===== config.mk =====
export PLATFORM = sky130hd
export DESIGN_NAME = fir_mac_scheduler
export DESIGN_NICKNAME = d
export VERILOG_FILES = /design/src/rtl/fir_pkg.sv /design/src/rtl/fir_mac_unit.sv /design/src/rtl/fir_mac_scheduler.sv
export SDC_FILE = /design/constraint.sdc
export NUM_CORES = 1
export LEC_CHECK = 0
export BUFFER_PORTS_ARGS = -buffer_cell sky130_fd_sc_hd__buf_2
export CORE_MARGIN = 3
export CORE_UTILIZATION = 30
export CTS_CLUSTER_SIZE = 12
export DETAILED_ROUTE_END_ITERATION = 7
export GPL_ROUTABILITY_DRIVEN = 0
export GPL_TIMING_DRIVEN = 0
export HOLD_SLACK_MARGIN = 0.03
export MAX_ROUTING_LAYER = met4
export PLACE_DENSITY = 0.52
export SETUP_SLACK_MARGIN = 0.1
export SKIP_CTS_REPAIR_TIMING = 1
export SLEW_MARGIN = 5
export SYNTH_ARGS = -nofsm -noshare
export SYNTH_HDL_FRONTEND = slang
export SYNTH_HIERARCHICAL = 1
export SYNTH_SLANG_ARGS = --single-unit

===== constraint.sdc =====
create_clock -name CLK -period 10.9 [get_ports CLK]
set_input_delay 2.18 -clock CLK [delete_from_list [all_inputs] [get_ports CLK]]
set_output_delay 2.18 -clock CLK [all_outputs]
set_load 0.03 [all_outputs]

===== src/rtl/fir_pkg.sv =====
// Shared widths, state encoding and helpers for the time-multiplexed FIR MAC scheduler.
package fir_pkg;

  // Ceiling log2. Never returns 0, so the result can always size an index.
  function automatic int unsigned clog2(input int unsigned n);
    int unsigned r;
    r = 1;
    while ((64'd1 << r) < 64'(n)) r++;
    return r;
  endfunction

  localparam int unsigned NoCoeffDef   = 8;
  localparam int unsigned WI1Def       = 4;
  localparam int unsigned WF1Def       = 5;
  localparam int unsigned WICDef       = 4;
  localparam int unsigned WFCDef       = 5;
  localparam int unsigned FiltOrderDef = 4;

  localparam int unsigned SampleW = WI1Def + WF1Def;
  localparam int unsigned CoeffW  = WICDef + WFCDef;
  localparam int unsigned ProdW   = SampleW + CoeffW;
  // One extra bit above the output width exposes overflow as a sign mismatch.
  localparam int unsigned AccW    = WI1Def + WICDef + FiltOrderDef + WF1Def + WFCDef + 1;
  localparam int unsigned TapW    = clog2(NoCoeffDef);

  typedef enum logic [0:0] {
    StIdle = 1'b0,
    StMac  = 1'b1
  } fir_state_e;

endpackage


===== src/rtl/fir_mac_unit.sv =====
// Shared multiply-accumulate: registered accumulator with clear, add enable and sticky overflow.
module fir_mac_unit import fir_pkg::*; #(
  parameter int unsigned ProdWidth = ProdW,
  parameter int unsigned AccWidth  = AccW
) (
  input  logic                        clk_i,
  input  logic                        rst_ni,
  input  logic                        clr_i,
  input  logic                        en_i,
  input  logic signed [ProdWidth-1:0] prod_i,
  output logic        [AccWidth-2:0]  res_o,
  output logic                        ovf_o
);

  logic signed [AccWidth-1:0] acc_q, acc_d, sum;
  logic                       ovf_q, ovf_d, step_ovf;

  assign sum      = acc_q + AccWidth'(prod_i);
  assign step_ovf = sum[AccWidth-1] ^ sum[AccWidth-2];
  // Result and flag already include the product being added this cycle.
  assign res_o    = sum[AccWidth-2:0];
  assign ovf_o    = ovf_q | step_ovf;

  // Next accumulator value: clear wins over accumulate.
  always_comb begin
    acc_d = acc_q;
    ovf_d = ovf_q;
    if (clr_i) begin
      acc_d = '0;
      ovf_d = 1'b0;
    end else if (en_i) begin
      acc_d = sum;
      ovf_d = ovf_q | step_ovf;
    end
  end

  // Accumulator and sticky overflow registers, synchronous reset.
  always_ff @(posedge clk_i) begin
    if (!rst_ni) begin
      acc_q <= '0;
      ovf_q <= 1'b0;
    end else begin
      acc_q <= acc_d;
      ovf_q <= ovf_d;
    end
  end

endmodule


===== src/rtl/fir_mac_scheduler.sv =====
// FIR controller: owns delay line, coefficient bank and the IDLE/MAC sequencer around one MAC.
module fir_mac_scheduler import fir_pkg::*; #(
  parameter int unsigned No_coeff   = NoCoeffDef,
  parameter int unsigned WI1        = WI1Def,
  parameter int unsigned WF1        = WF1Def,
  parameter int unsigned WIC        = WICDef,
  parameter int unsigned WFC        = WFCDef,
  parameter int unsigned Filt_order = FiltOrderDef,
  parameter int unsigned WIO        = WI1 + WIC + Filt_order,
  parameter int unsigned WFO        = WF1 + WFC
) (
  input  logic                          CLK,
  input  logic                          RESET,
  input  logic                          coeff_wr_en,
  input  logic [clog2(No_coeff)-1:0]    coeff_wr_addr,
  input  logic [WIC+WFC-1:0]            coeff_wr_data,
  output logic                          coeff_wr_ready,
  input  logic                          in_valid,
  output logic                          in_ready,
  input  logic [WI1+WF1-1:0]            input_sample,
  output logic                          out_valid,
  output logic [WIO+WFO-1:0]            Filt_Out,
  output logic                          overFlow,
  output logic                          busy
);

  localparam int unsigned SW = WI1 + WF1;
  localparam int unsigned CW = WIC + WFC;
  localparam int unsigned PW = SW + CW;
  localparam int unsigned OW = WIO + WFO;
  localparam int unsigned TW = clog2(No_coeff);
  localparam logic [TW-1:0] LastTap = TW'(No_coeff - 1);

  fir_state_e           state_q, state_d;
  logic [TW-1:0]        tap_q, tap_d;
  logic signed [SW-1:0] x_q [No_coeff];
  logic signed [CW-1:0] c_q [No_coeff];
  logic [OW-1:0]        filt_q;
  logic                 ovf_q, valid_q;
  logic                 accept, last, mac_clr, mac_en, wr_ok;
  logic signed [PW-1:0] prod;
  logic [OW-1:0]        mac_res;
  logic                 mac_ovf;

  assign in_ready       = (state_q == StIdle);
  assign coeff_wr_ready = (state_q == StIdle);
  assign busy           = (state_q == StMac);
  assign out_valid      = valid_q;
  assign Filt_Out       = filt_q;
  assign overFlow       = ovf_q;

  // Out-of-range taps only exist when No_coeff is not a power of two.
  assign wr_ok = coeff_wr_en && coeff_wr_ready && (32'(coeff_wr_addr) < No_coeff);
  assign prod  = PW'(x_q[tap_q]) * PW'(c_q[tap_q]);

  // Sequencer: accept a sample in IDLE, then one MAC per tap.
  always_comb begin
    state_d = state_q;
    tap_d   = tap_q;
    accept  = 1'b0;
    last    = 1'b0;
    mac_clr = 1'b0;
    mac_en  = 1'b0;
    unique case (state_q)
      StIdle: begin
        if (in_valid) begin
          accept  = 1'b1;
          mac_clr = 1'b1;
          tap_d   = '0;
          state_d = StMac;
        end
      end
      StMac: begin
        mac_en = 1'b1;
        tap_d  = tap_q + TW'(1);
        if (tap_q == LastTap) begin
          last    = 1'b1;
          tap_d   = '0;
          state_d = StIdle;
        end
      end
      default: state_d = StIdle;
    endcase
  end

  // FSM state and tap counter.
  always_ff @(posedge CLK) begin
    if (!RESET) begin
      state_q <= StIdle;
      tap_q   <= '0;
    end else begin
      state_q <= state_d;
      tap_q   <= tap_d;
    end
  end

  // Delay line shifts on accept; coefficient bank takes port writes only while idle.
  always_ff @(posedge CLK) begin
    if (!RESET) begin
      for (int i = 0; i < int'(No_coeff); i++) begin
        x_q[i] <= '0;
        c_q[i] <= '0;
      end
    end else begin
      if (accept) begin
        x_q[0] <= input_sample;
        for (int i = 1; i < int'(No_coeff); i++) x_q[i] <= x_q[i-1];
      end
      if (wr_ok) c_q[coeff_wr_addr] <= coeff_wr_data;
    end
  end

  // Result registers: capture the final sum on the last tap, pulse out_valid once.
  always_ff @(posedge CLK) begin
    if (!RESET) begin
      filt_q  <= '0;
      ovf_q   <= 1'b0;
      valid_q <= 1'b0;
    end else begin
      valid_q <= last;
      if (last) begin
        filt_q <= mac_res;
        ovf_q  <= mac_ovf;
      end
    end
  end

  fir_mac_unit #(
    .ProdWidth (PW),
    .AccWidth  (OW + 1)
  ) u_mac (
    .clk_i  (CLK),
    .rst_ni (RESET),
    .clr_i  (mac_clr),
    .en_i   (mac_en),
    .prod_i (prod),
    .res_o  (mac_res),
    .ovf_o  (mac_ovf)
  );

endmodule

==> results of run 1 <==
power breakdown:
group / leakage (nW) / total (mW) / switching [mW] / internal, mW
Clock: 0.313 / 0.697 / 0.368 / 0.329
Sequential: 1.95 / 0.899 / 0.0278 / 0.871
Combinational: 4.07 / 2.22 / 1.22 / 0.999
worst max-delay path, delay by kind of cell, from the launching register on:
family	cells	cell delay, ns
AND/OR/NAND/NOR	3	0.80
adder cells (fa/ha/maj)	7	3.17
flip-flops	1	0.32
AO/OA/AOI/OAI	9	1.76
buffers and inverters	5	1.02
XOR/XNOR	2	1.01
multiplexers	3	0.99
flip-flops by register name, indices dropped and copies added, names as in the netlist, named ones only:
signal       flops
busy             1
tap_q            3
out_valid        1
u_mac/acc_q     23
Filt_Out        22
u_mac/ovf_q      1
x_q             72
overFlow         1
c_q             72
final cells by class:
| cell class | count | area, um2 | share of cell area, % |
|---|---|---|---|
| Multi-Input combinational cell | 733 | 6740 | 46.2 |
| Sequential cell | 199 | 5430 | 37.2 |
| Tap cell | 539 | 674 | 4.63 |
| Clock buffer | 17 | 425 | 2.92 |
| Buffer | 69 | 402 | 2.75 |
| Inverter | 85 | 319 | 2.19 |
| Timing Repair Buffer | 60 | 368 | 2.52 |
| Clock inverter | 15 | 228 | 1.56 |
how the worst max path moves through the flow:
stage / from / end / cells after the start
finish: flop / overFlow / 29
global route: flop / overFlow / 29
CTS: flop / overFlow / 30
detailed placement: flop / overFlow / 30
global placement: in_valid / x_q[0][4] / 3
floorplan: flop / u_mac/ovf_q / 29
layer usage:
layer	global-route usage (%)	vias up	wire length, um
met5	-	-	0
met4	4.12	0	623
met3	2.25	38	862
met2	22.6	137	14300
met1	18.9	4123	14300
li1	-	3979	-
cells in the final DEF, fill, tap and decap left out, types with 34 or more instances in the layout:
cell type and instances:
buf_2 58, inv_1 78, and3_1 60, ha_1 62, edfxtp_1 144, nand2_1 41
mux4_2 34, fa_1 71, and2_1 92, dfxtp_1 55, nor2_1 83
kinds of logic (layout without fill, tap and decap cells):
family / after synthesis / after routing / share of synthesized area, %
muxes: 76 / 76 / 10.4
DFF: 199 / 199 / 42.1
xor gates and xnor gates: 37 / 37 / 2.52
buffers and inverters: 154 / 246 / 5.60
and+or+nand+nor: 343 / 343 / 14.4
AOI/OAI and AO/OA: 144 / 144 / 7.94
adders and majority gates: 133 / 133 / 17.1
through the flow:
step,power (mW),hold WS (ns),std cells
after floorplan,2.69,0.463,1086
after global placement,3.12,0.458,1676
after detailed placement,3.13,0.463,1685
after CTS,3.85,0.483,1717
after global routing,4.16,0.499,1717
final,3.82,0.476,1717
==> flow_metrics.py, run 1 <==
metrics = {
    "synthesis": {
        "yosysTopAreaCell": "edfxtp_1",
        "yosysMostFrequentCell": "edfxtp_1",
        "yosys-top-cells-count": "144 x edfxtp_1, 92 x and2_1, 83 x nor2_1, 78 x inv_1, 71 x fa_1",
        "yosysSeqAreaShare_pct": 42.1,
        "syn_inst": 1086,
        "synth_nets": 1244,
        "avgSynthCellArea_um2": 11.9,
        "yosys_warnings": 6,
        "ys.flop_type": "edfxtp_1",
        "synthDistinctLibCells": 73,
        "synthArstFlopShare_pct": 0,
        "ys_ff_latch": 199,
        "syn_area_um2": 12900,
        "synth_top_area_share_pct": 33.6,
        "synth-edff-count": 144,
        "synth.top_cells.by_area": "edfxtp_1 34%, fa_1 11%, dfxtp_1 8.6%",
    },
    "clocking": {
        "cts_buffers": 17,
        "clock-sinks": 199,
        "h-tree-depth": 4,
        "clk_pin_slew_ns": 0.09,
        "cts_tree": "built",
        "root_buffer": "clkbuf_16",
        "clkLatencyLatePin_ns": 0.47,
        "clockBufferDepth": 2,
    },
    "sta": {
        "clock-skew-final_ns": 0.0294,
        "hold_viol": 0,
        "slew_headroom_pct": 17.4,
        "setup_viol": 0,
        "finalMaxSlewViolations": 0,
        "fmax_mhz": 109,
        "rsz0062_at_grt": "false",
        "min_period_ns": 9.18,
        "min_period_over_period_pct": 84.2,
        "tns_ns": 0,
        "tightest_slew_ns": 1.23,
        "setup_slack_ns": 1.72,
    },
    "routing": {
        "vias_per_cell": 4.82,
        "vias": 8277,
        "post-route-drc-count": 0,
        "drt_first_pass_iters": 5,
        "wl_per_cell_um": 17.5,
        "wl_um": 30000,
        "drt-initial-drc-count": 525,
        "postRouteAntennaNets": 0,
    },
    "critical_path": {
        "startpoint_type": "flop",
        "cp-end-kind": "flop",
        "r2r_end": "overFlow",
        "worst_ep_required_time_ns": 11.25,
        "r2r_slack_ns": 1.72,
        "path_common_cell": "fa_1",
        "slowest_delay_ns": 0.71,
        "slowest_stage": "xnor2_1",
        "crit_type": "flop to flop",
        "critical_path.max_fanout": 10,
        "r2r_cells": 29,
        "critical_path_arrival_ns": 9.53,
    },
    "finish": {
        "antenna_cells": 0,
        "area_growth_pct": 13.3,
        "final_util_pct": 34.6,
        "layout.nets": 1323,
        "final_layout_size_suffix_gt1_share_pct": 16.9,
        "fillCellCount": 4164,
        "final_area_um2": 14600,
    },
    "placement": {
        "postPlaceCellArea_um2": 13900,
        "pre_cts_slack_ns": 1.76,
        "io_buffers": 51,
        "dp_hpwl_um": 22900,
    },
    "die": {
        "ioPinCount": 52,
        "core_area_um2": 42100,
        "die_height_um": 213,
        "initial_core_util_pct": 30.6,
        "dieArea_um2": 45400,
        "placementRows": 75,
        "die_w_um": 213,
    },
    "min_path": {
        "hold_path_depth": 1,
        "holdPathEnd": "Filt_Out[5]",
        "hold_start": "Filt_Out[5]",
        "hold_path_class": "flop to flop",
    },
    "global_route": {
        "antenna_found_initial": 0,
        "grt_max_degree": 29,
        "grt_pass1_vias": 8758,
        "grt.overflow.total": 0,
        "gr-usage-all-layers_pct": 14.2,
        "grt_pass1_wl_um": 48400,
    },
    "power": {
        "ir_drop_v": 0.000117,
        "p_per_area_nw_per_um2": 262,
        "p_leak_nw": 6.34,
    },
    "run": {
        "max_cap_violations": 0,
    },
    "status": {
        "outcome": "completed",
    },
}
Power figures use the tool's default switching activity.
==> inputs of run 2 (changes only) <==
Settings changed: PLACE_DENSITY 0.52 to 0.53.
Clock period 10.9 ns to 8.16 ns, I/O delays scaled along.
==> flow_metrics.py, run 2 (synthesis results as in run 1) <==
metrics = {
    "status": {
        "outcome": "completed",
    },
    "power": {
        "ir_drop_v": 0.000192,
        "p_per_area_nw_per_um2": 369,
        "p_leak_nw": 6.60,
        "p_total_mw": 5.69,
    },
    "routing": {
        "drt_first_pass_iters": 5,
        "vias_per_cell": 4.84,
        "wl_um": 30700,
        "vias": 8512,
        "wl_per_cell_um": 17.5,
        "drt-initial-drc-count": 477,
        "post-route-drc-count": 0,
        "postRouteAntennaNets": 0,
    },
    "critical_path": {
        "cp-end-kind": "flop",
        "slowest_delay_ns": 0.58,
        "critical_path.max_fanout": 7,
        "crit_type": "flop to flop",
        "startpoint_type": "flop",
        "critical_path_arrival_ns": 8.19,
        "worst_ep_required_time_ns": 8.54,
        "r2r_end": "u_mac/ovf_q",
        "cpLargestDelayFamily": "adder cells",
        "r2r_cells": 32,
        "cp_num_buf_inv": 8,
        "slowest_stage": "fa_2",
        "r2r_slack_ns": 0.35,
    },
    "sta": {
        "rsz0062_at_grt": "false",
        "setup_viol": 0,
        "clock-skew-final_ns": 0.0259,
        "setup_slack_ns": 0.345,
        "hold_viol": 0,
        "slew_headroom_pct": 21.6,
        "finalMaxSlewViolations": 0,
        "tns_ns": 0,
        "tightest_slew_ns": 1.17,
        "fmax_mhz": 128,
        "min_period_over_period_pct": 95.8,
        "min_period_ns": 7.81,
    },
    "clocking": {
        "clockBufferDepth": 2,
        "cts_tree": "built",
        "clock-sinks": 199,
        "root_buffer": "clkbuf_16",
        "cts_buffers": 17,
        "clkLatencyLatePin_ns": 0.46,
        "clk_pin_slew_ns": 0.09,
        "h-tree-depth": 4,
    },
    "global_route": {
        "grt_pass1_wl_um": 47800,
        "gr-usage-all-layers_pct": 14.1,
        "antenna_found_initial": 0,
        "grt.overflow.total": 0,
        "grt_pass1_vias": 8598,
        "grt_max_degree": 28,
    },
    "finish": {
        "top_regs": "c_q: 72 flops, x_q: 72 flops, u_mac/acc_q: 23 flops",
        "final_layout_size_suffix_gt1_share_pct": 24.4,
        "layout_common_cells": "144 x edfxtp_1, 92 x and2_1, 82 x nor2_1, 74 x inv_1, 66 x buf_4",
        "area_growth_pct": 19.6,
        "fin_cells": 1757,
        "layout.nets": 1363,
        "final_common_cell": "edfxtp_1",
        "antenna_cells": 0,
    },
    "min_path": {
        "hold_path_class": "flop to flop",
        "hold_path_depth": 1,
        "holdPathEnd": "Filt_Out[6]",
        "hold_start": "Filt_Out[6]",
    },
    "die": {
        "core_area_um2": 42100,
        "initial_core_util_pct": 30.6,
        "die_height_um": 213,
        "placementRows": 75,
        "die_w_um": 213,
        "dieArea_um2": 45400,
        "ioPinCount": 52,
    },
    "placement": {
        "placed_cells": 1685,
        "io_buffers": 51,
        "pre_cts_slack_ns": -1.00,
        "dp_hpwl_um": 22800,
    },
    "run": {
        "max_cap_violations": 0,
    },
}
-- run 2: worst reg2reg max path: cells and delay by family, from the launching register on --
family / cells / cell delay, ns
compound gates: 8 / 1.50
simple gates: 5 / 0.98
buf+inv: 8 / 0.90
fa+ha+maj: 7 / 2.82
flops: 1 / 0.34
xor+xnor: 2 / 0.54
mux: 2 / 0.69
-- run 2: per-layer routing --
layer / up-vias / share of wire (%) / track usage (%) / wire length [um]
li1: 4058 / - / - / -
met1: 4261 / 46 / 18.5 / 14300
met2: 157 / 48 / 22.6 / 14800
met3: 36 / 3.2 / 2.25 / 988
met4: 0 / 2.0 / 4.24 / 622
met5: - / 0 / - / 0
-- run 2: per-stage QoR --
step / area, um2 / utilization, % / hold slack, ns
floorplan: 12900 / - / 0.463
global placement: 13800 / 32.8 / 0.458
detailed placement: 13900 / 33.1 / 0.461
CTS: 14600 / 34.6 / 0.482
global route: 15400 / 36.5 / 0.498
finish: 15400 / 36.5 / 0.476
-- run 2: worst max-delay path by stage --
stage               slack [ns]           to  startpoint  depth (start not counted)
CTS                      -1.03     overFlow        flop                         29
finish                    0.35  u_mac/ovf_q        flop                         32
global route              0.04     overFlow        flop                         32
floorplan                 0.24  u_mac/ovf_q        flop                         29
global placement         -1.53    x_q[0][5]    in_valid                          3
detailed placement       -1.00     overFlow        flop                         29
-- run 2: final cells by class --
class / count / area (um2)
fill: 4103 / 26700
multi-input combinational: 733 / 7120
sequential: 199 / 5430
timing repair buffer: 102 / 749
tap: 539 / 674
buffer: 67 / 439
clock buffer: 17 / 425
inverter: 85 / 322
clock inverter: 15 / 236
-- run 2: power by group --
part	leakage [nW]	switching [mW]	total, mW	internal (mW)
combinational	4.32	1.83	3.54	1.72
sequential	1.95	0.0404	1.20	1.16
clock	0.319	0.458	0.940	0.482
